[src/rtl/spi_master_tx.sv]
// rtl/spi_master_tx.sv - LSB-first 12-bit SPI frame transmitter with post-reset slave flush
module spi_master_tx #(
  parameter int DATA_W  = 12,
  parameter int CLK_DIV = 4
) (
  input  logic              clk,
  input  logic              rst_n,
  input  logic              start,
  input  logic [DATA_W-1:0] din,
  output logic              busy,
  output logic              done,
  output logic              sclk,
  output logic              cs,
  output logic              mosi
);

  typedef enum logic [2:0] {FLUSH, IDLE, SETUP, SHIFT, GUARD} state_t;

  localparam int               DIV_W      = $clog2(CLK_DIV) + 1;
  localparam logic [DIV_W-1:0] DIV_MAX    = DIV_W'(CLK_DIV - 1);
  localparam logic [3:0]       LAST_PULSE = 4'(DATA_W + 1);
  localparam logic [3:0]       DATA_END   = 4'(DATA_W);

  state_t            state;
  logic [DIV_W-1:0]  div;
  logic [3:0]        pulse;
  logic [DATA_W-1:0] shift;
  logic              tick;

  assign tick = (div == DIV_MAX);

  always_ff @(posedge clk or negedge rst_n) begin
    if (!rst_n) begin
      state <= FLUSH;
      div   <= '0;
      pulse <= '0;
      shift <= '0;
      cs    <= 1'b1;
      sclk  <= 1'b0;
      mosi  <= 1'b0;
      busy  <= 1'b1;
      done  <= 1'b0;
    end else begin
      done <= 1'b0;
      if (state == IDLE || tick) div <= '0;
      else                       div <= div + 1'b1;

      case (state)
        // cs stays high, so the slave only advances its bit count back to start-detect
        FLUSH: if (tick) begin
          if (!sclk) begin
            sclk <= 1'b1;
          end else begin
            sclk <= 1'b0;
            if (pulse == LAST_PULSE) begin
              pulse <= '0;
              busy  <= 1'b0;
              state <= IDLE;
            end else begin
              pulse <= pulse + 1'b1;
            end
          end
        end
        IDLE: if (start) begin
          shift <= din;
          cs    <= 1'b0;
          busy  <= 1'b1;
          pulse <= '0;
          state <= SETUP;
        end
        SETUP: if (tick) begin
          sclk  <= 1'b1;
          state <= SHIFT;
        end
        // data moves on falling edges so it is stable across the next rising edge
        SHIFT: if (tick) begin
          if (sclk) begin
            sclk <= 1'b0;
            if (pulse < DATA_END) begin
              mosi  <= shift[0];
              shift <= shift >> 1;
            end else begin
              mosi <= 1'b0;
            end
          end else if (pulse == LAST_PULSE) begin
            cs    <= 1'b1;
            state <= GUARD;
          end else begin
            pulse <= pulse + 1'b1;
            sclk  <= 1'b1;
          end
        end
        GUARD: if (tick) begin
          done  <= 1'b1;
          busy  <= 1'b0;
          state <= IDLE;
        end
        default: state <= FLUSH;
      endcase
    end
  end

endmodule
[config.mk]
export PLATFORM = sky130hd
export DESIGN_NAME = spi_master_tx
export DESIGN_NICKNAME = d
export VERILOG_FILES = /design/src/rtl/spi_master_tx.sv
export SDC_FILE = /design/constraint.sdc
export NUM_CORES = 1
export LEC_CHECK = 0
export BUFFER_PORTS_ARGS = -buffer_cell sky130_fd_sc_hd__buf_2
export CAP_MARGIN = 20
export CORE_ASPECT_RATIO = 1.75
export CORE_MARGIN = 5
export CORE_UTILIZATION = 44
export CTS_BUF_LIST = sky130_fd_sc_hd__clkbuf_16
export DETAILED_ROUTE_END_ITERATION = 10
export PLACE_DENSITY_LB_ADDON = 0.12
export SYNTH_ARGS = -nofsm -noshare
export SYNTH_HDL_FRONTEND = slang
export SYNTH_SLANG_ARGS = --single-unit
[constraint.sdc]
create_clock -name clk -period 1.75 [get_ports clk]
set_input_delay 0.175 -clock clk [delete_from_list [all_inputs] [get_ports clk]]
set_output_delay 0.175 -clock clk [all_outputs]
set_load 0.01 [all_outputs]
[After elaboration in Yosys (flattened, before gate mapping)]
Cells that the tools add are included.
Word-level totals
  register bits after elaboration: 27
  input bits: 15
  output and inout bits: 5
Cells by class
  add/sub/neg operators: 2
  order comparisons: 1
  equality and inequality tests: 18
  mux-type cells: 45
  reduce and logical (&&, ||, !) cells: 13
Operators with widths (count)
  $mux W12: 4
  $mux W3: 10
  $mux W4: 7
  $ne A2 B2 Y1 const B: 12
  $pmux W12 S2: 1
  $mux W1: 18
  $pmux W3 S5: 1
  $pmux W4 S3: 1
  $reduce_and A5 Y1: 2
  $eq A3 B2 Y1 const B: 3
  $reduce_and A9 Y1: 1
  $reduce_bool A3 Y1: 3
  $reduce_and A7 Y1: 1
  $pmux W1 S3: 2
  $reduce_and A6 Y1: 1
  $add A4 B1 Y4 const B: 1
  $eq A4 B4 Y1 const B: 1
  $lt A4 B4 Y1 const B: 1
  $reduce_and A4 Y1: 1
  $add A3 B1 Y3 const B: 1
  $eq A3 B1 Y1 const B: 1
  $eq A3 B3 Y1 const B: 1
  $logic_not A3 Y1: 1
  $reduce_and A3 Y1: 1
  3 further kinds: 3

[Depth between registers and ports, before layout]
  depth after elaboration: 5
  depth in mapped cells: 7
  mapped depth without buffers: 6

[Worst setup path after synthesis]
No wires, ideal clock.
  path type: flip-flop to flip-flop
  start point: reg div[0]
  end point: reg shift[0]
  setup time: 125 ps
  arrival time: 1682 ps
  data required time: 1625 ps
  slack: -56 ps
  cell stages (with the launch flop): 8
  path buffers: 2
  clock period less this slack: 1806 ps
  cells stage by stage: dfrtp_1 ha_1 ha_1 buf_4 nand4_1 a21oi_1 buf_4 mux2_2
On the way
  cells in the longest elaborated chain, start to end: 3
RTL lines
  start, declared: line 25  | logic [DIV_W-1:0] div;
  start signal, assigned: line 46  | else div <= div + 1'b1;
  $eq A3 B2 Y1: line 30  | assign tick = (div == DIV_MAX);
  $ne A2 B2 Y1 (no line)
  $reduce_and A5 Y1 (no line)
  end signal, assigned: line 65  | shift <= din;
  end signal, assigned: line 81  | shift <= shift >> 1;
  end, declared: line 27  | logic [DATA_W-1:0] shift;
No other way between the ends.
A chain may end at the register's enable or synchronous reset.

[Final worst setup path]
Ends and elaborated chain as after synthesis.

==> results.cfg <==
[power_and_ir_drop]
p_comb_share_pct = 43.1
p_clk_share_pct = 18.8
ir_worst_vdd_uv = 685
power_switching_uw = 843
swShare_pct = 31.2
power_density_nw_per_um2 = 1450
leakagePower_uw = 0.000885
p_seq_share_pct = 38.1
internal_power_uw = 1860

[drt]
drc = 0
wl_um = 3140
post_drt_via_cell_ratio = 5.28
drtAntennaViolNets = 0
drt_iter0_drc = 22
wire_per_inst_um = 15.0
vias = 1108
drtPass1Iterations = 4

[die]
pin_count = 20
die_y_um = 87.2
core_area_um2 = 3330
rows = 28
die_x_um = 54.1
start_util_pct = 45.0
dieArea_um2 = 4720

[logic_synthesis]
synth-seq-cells = 27
yosys_warnings = 0
synth_top_flop_cell = dfrtp_1
yosysSeqAreaShare_pct = 45.2
yosys.area.top_type_share_pct = 41.7
ys_types = 41
synth_fp_nets = 152
synth_edf_count = 0
ys_async_sr_fraction_pct = 100
yosysTopAreaCell = dfrtp_1
netlist_area_um2 = 1500
synth_area_leaders = dfrtp_1 42%, mux2_2 9.0%, mux2_4 8.0%
synthCells = 133
syn_avg_cell_area_um2 = 11.3

[placed_design]
gp_congestion = 0.813
post-place-ws_ps = -75.9
place_hpwl_um = 2400
dp.cells = 203
numPortBuffers = 19

[setup_path]
crit_path_top_delay_cell = dfrtp_1
cp_num_buf_inv = 1
crit_path_start_kind = flip-flop
path_delay_family = adder cells
crit_chain = ha_2, ha_4, nand4_1, a21oi_2, buf_12, mux2_2
worstSetupStartpoint = div[0]
required_ps = 1890
endpoint_kind = flip-flop
reg2reg_from = div[0]
worstPathArrival_ps = 1850
path_class = reg -> reg
critPathMaxFanout = 12
cpPeakStageDelay_ps = 350

[sta]
finalCritPeriodShare_pct = 97.5
fmax_ghz = 0.586
rsz0062_at_grt = yes
whs_ps = 142
slew_violations = 0
min_period_ps = 1710
hold_viol = 0
fin_skew_ps = 3.61
worst_slew_pin_slew_ps = 600
setup_viol = 0
slew_headroom_pct = 60.0
worst_slack_ps = 44.1

[clock_tree]
clock_latency_ps = 260
cts_sinks = 27
clk_pin_slew_ps = 70
cts_buffer_depth = 2
root_buffer = clkbuf_16
htreeDepth = 1
cts_buffers = 3
cts_tree = done

[layout]
syn2layout_area_growth_pct = 24.0
regArea_um2 = 678
drive_gt1_share_pct = 41.8
final_nets = 185
num_antenna_cells = 0
multi_input_area_um2 = 777
fillCellCount = 305
final_cells = 210

[global_routing]
grt_max_degree = 28
grtUsageTotal_pct = 14.8
grt_overflow = 0
grt_pass1_vias = 1139
antenna_found_initial = 0
grt_pass1_wl_um = 5160

[run]
drv_cap = 0

[worst_hold_path]
worstHoldStart = din[11]
min_path_type = in -> reg

[status]
outcome = finished, final reports clean
## stage by stage
step / utilization, % / TNS [ps] / area (µm²) / total power (µW)
floorplan: - / 0 / 1510 / 1820
global placement: 51.9 / -41.4 / 1730 / 2100
detailed placement: 51.9 / -215 / 1730 / 2150
CTS: 55.2 / 0 / 1840 / 2710
global route: 55.9 / -40.6 / 1860 / 2900
finish: 55.9 / 0 / 1860 / 2700
## layer usage
| metal | vias up | wire length (µm) | track usage [%] |
|---|---|---|---|
| met5 | - | 0 | 0 |
| li1 | 541 | - | - |
| met2 | 19 | 1810 | 27.9 |
| met4 | 0 | 40 | 6.58 |
| met1 | 542 | 1200 | 15.0 |
| met3 | 6 | 88 | 2.23 |
## cell usage in the layout, fill, tap and decap left out, drive strengths merged, types with 4 or more instances in the layout
cell / count
a21oi: 5
buf: 33
dfrtp: 25
ha: 4
inv: 10
mux2: 24
nand2: 6
nand3: 5
nand4: 4
nor2: 9
o21ai: 5
## cells in the mapped netlist (2+ instances only)
master,instances
dfstp_2,2
nand3_1,4
buf_4,3
a21o_1,2
a21oi_1,5
ha_1,4
buf_2,2
dfrtp_1,25
mux2_4,8
nor2_1,9
a31oi_1,2
mux2_2,12
or3_1,2
inv_1,9
nand4_1,4
nand2_1,5
mux2_1,4
o21ai_0,5
o22ai_1,2
nor3_1,3
## flip-flops by register name (all words and copies together), names as in the netlist
signal	cells
shift	12
div	3
sclk	1
done	1
mosi	1
state	3
cs	1
pulse	4
busy	1
## path summary, 6_finish.rpt
kind / endpoint / slack (ps) / cells past startpoint
setup / recovery: shift[0] / 40 / 6
setup reg to reg: shift[0] / 40 / 6
hold / removal: shift[11] / 140 / 3
hold reg to reg: shift[6] / 510 / 1
max in group asynchronous: pulse[2] / 900 / 2
min in group asynchronous: shift[6] / 450 / 2
## worst reg2reg max path: cells and delay by family, from the launching register on
| kind | cells | cell delay (ps) |
|---|---|---|
| AO/OA/AOI/OAI | 1 | 220 |
| adder cells (fa/ha/maj) | 2 | 360 |
| AND/OR/NAND/NOR | 1 | 170 |
| multiplexers | 1 | 340 |
| buffers and inverters | 1 | 160 |
| flip-flops | 1 | 350 |
## power groups by stage
stage                     clock, µW  combinational [µW]  sequential [µW]
after floorplan                   0                 811             1010
after global placement            0                1070             1020
after detailed placement          0                1110             1040
after CTS                       525                1150             1030
after global routing            546                1290             1060
final                           508                1170             1030
## kinds of logic (layout without fill, tap and decap cells)
group	count (synthesis)	after routing	share of synthesized area [%]
muxes	25	25	20.7
and+or+nand+nor	38	38	14.9
AOI/OAI and AO/OA	24	24	10.6
adders and majority gates	4	4	3.34
DFF	27	27	45.2
buffers and inverters	15	47	5.17
## layout make-up
cell class	count	area share [%]
Multi-Input combinational cell	91	41.8
Sequential cell	27	36.5
Timing Repair Buffer	34	12.7
Clock buffer	3	4.04
Tap cell	45	3.03
Inverter	9	1.82
Clock inverter	1	0.202
## repair_timing
item,in CTS,in global routing
endpoints found under the hold margin,25,0
hold buffers,1,0
endpoints found under the setup margin,15,15
resized for setup,4,1
buffers inserted,0,2
pin swaps,2,3
Note: power is estimated with default switching activity, not from simulation.
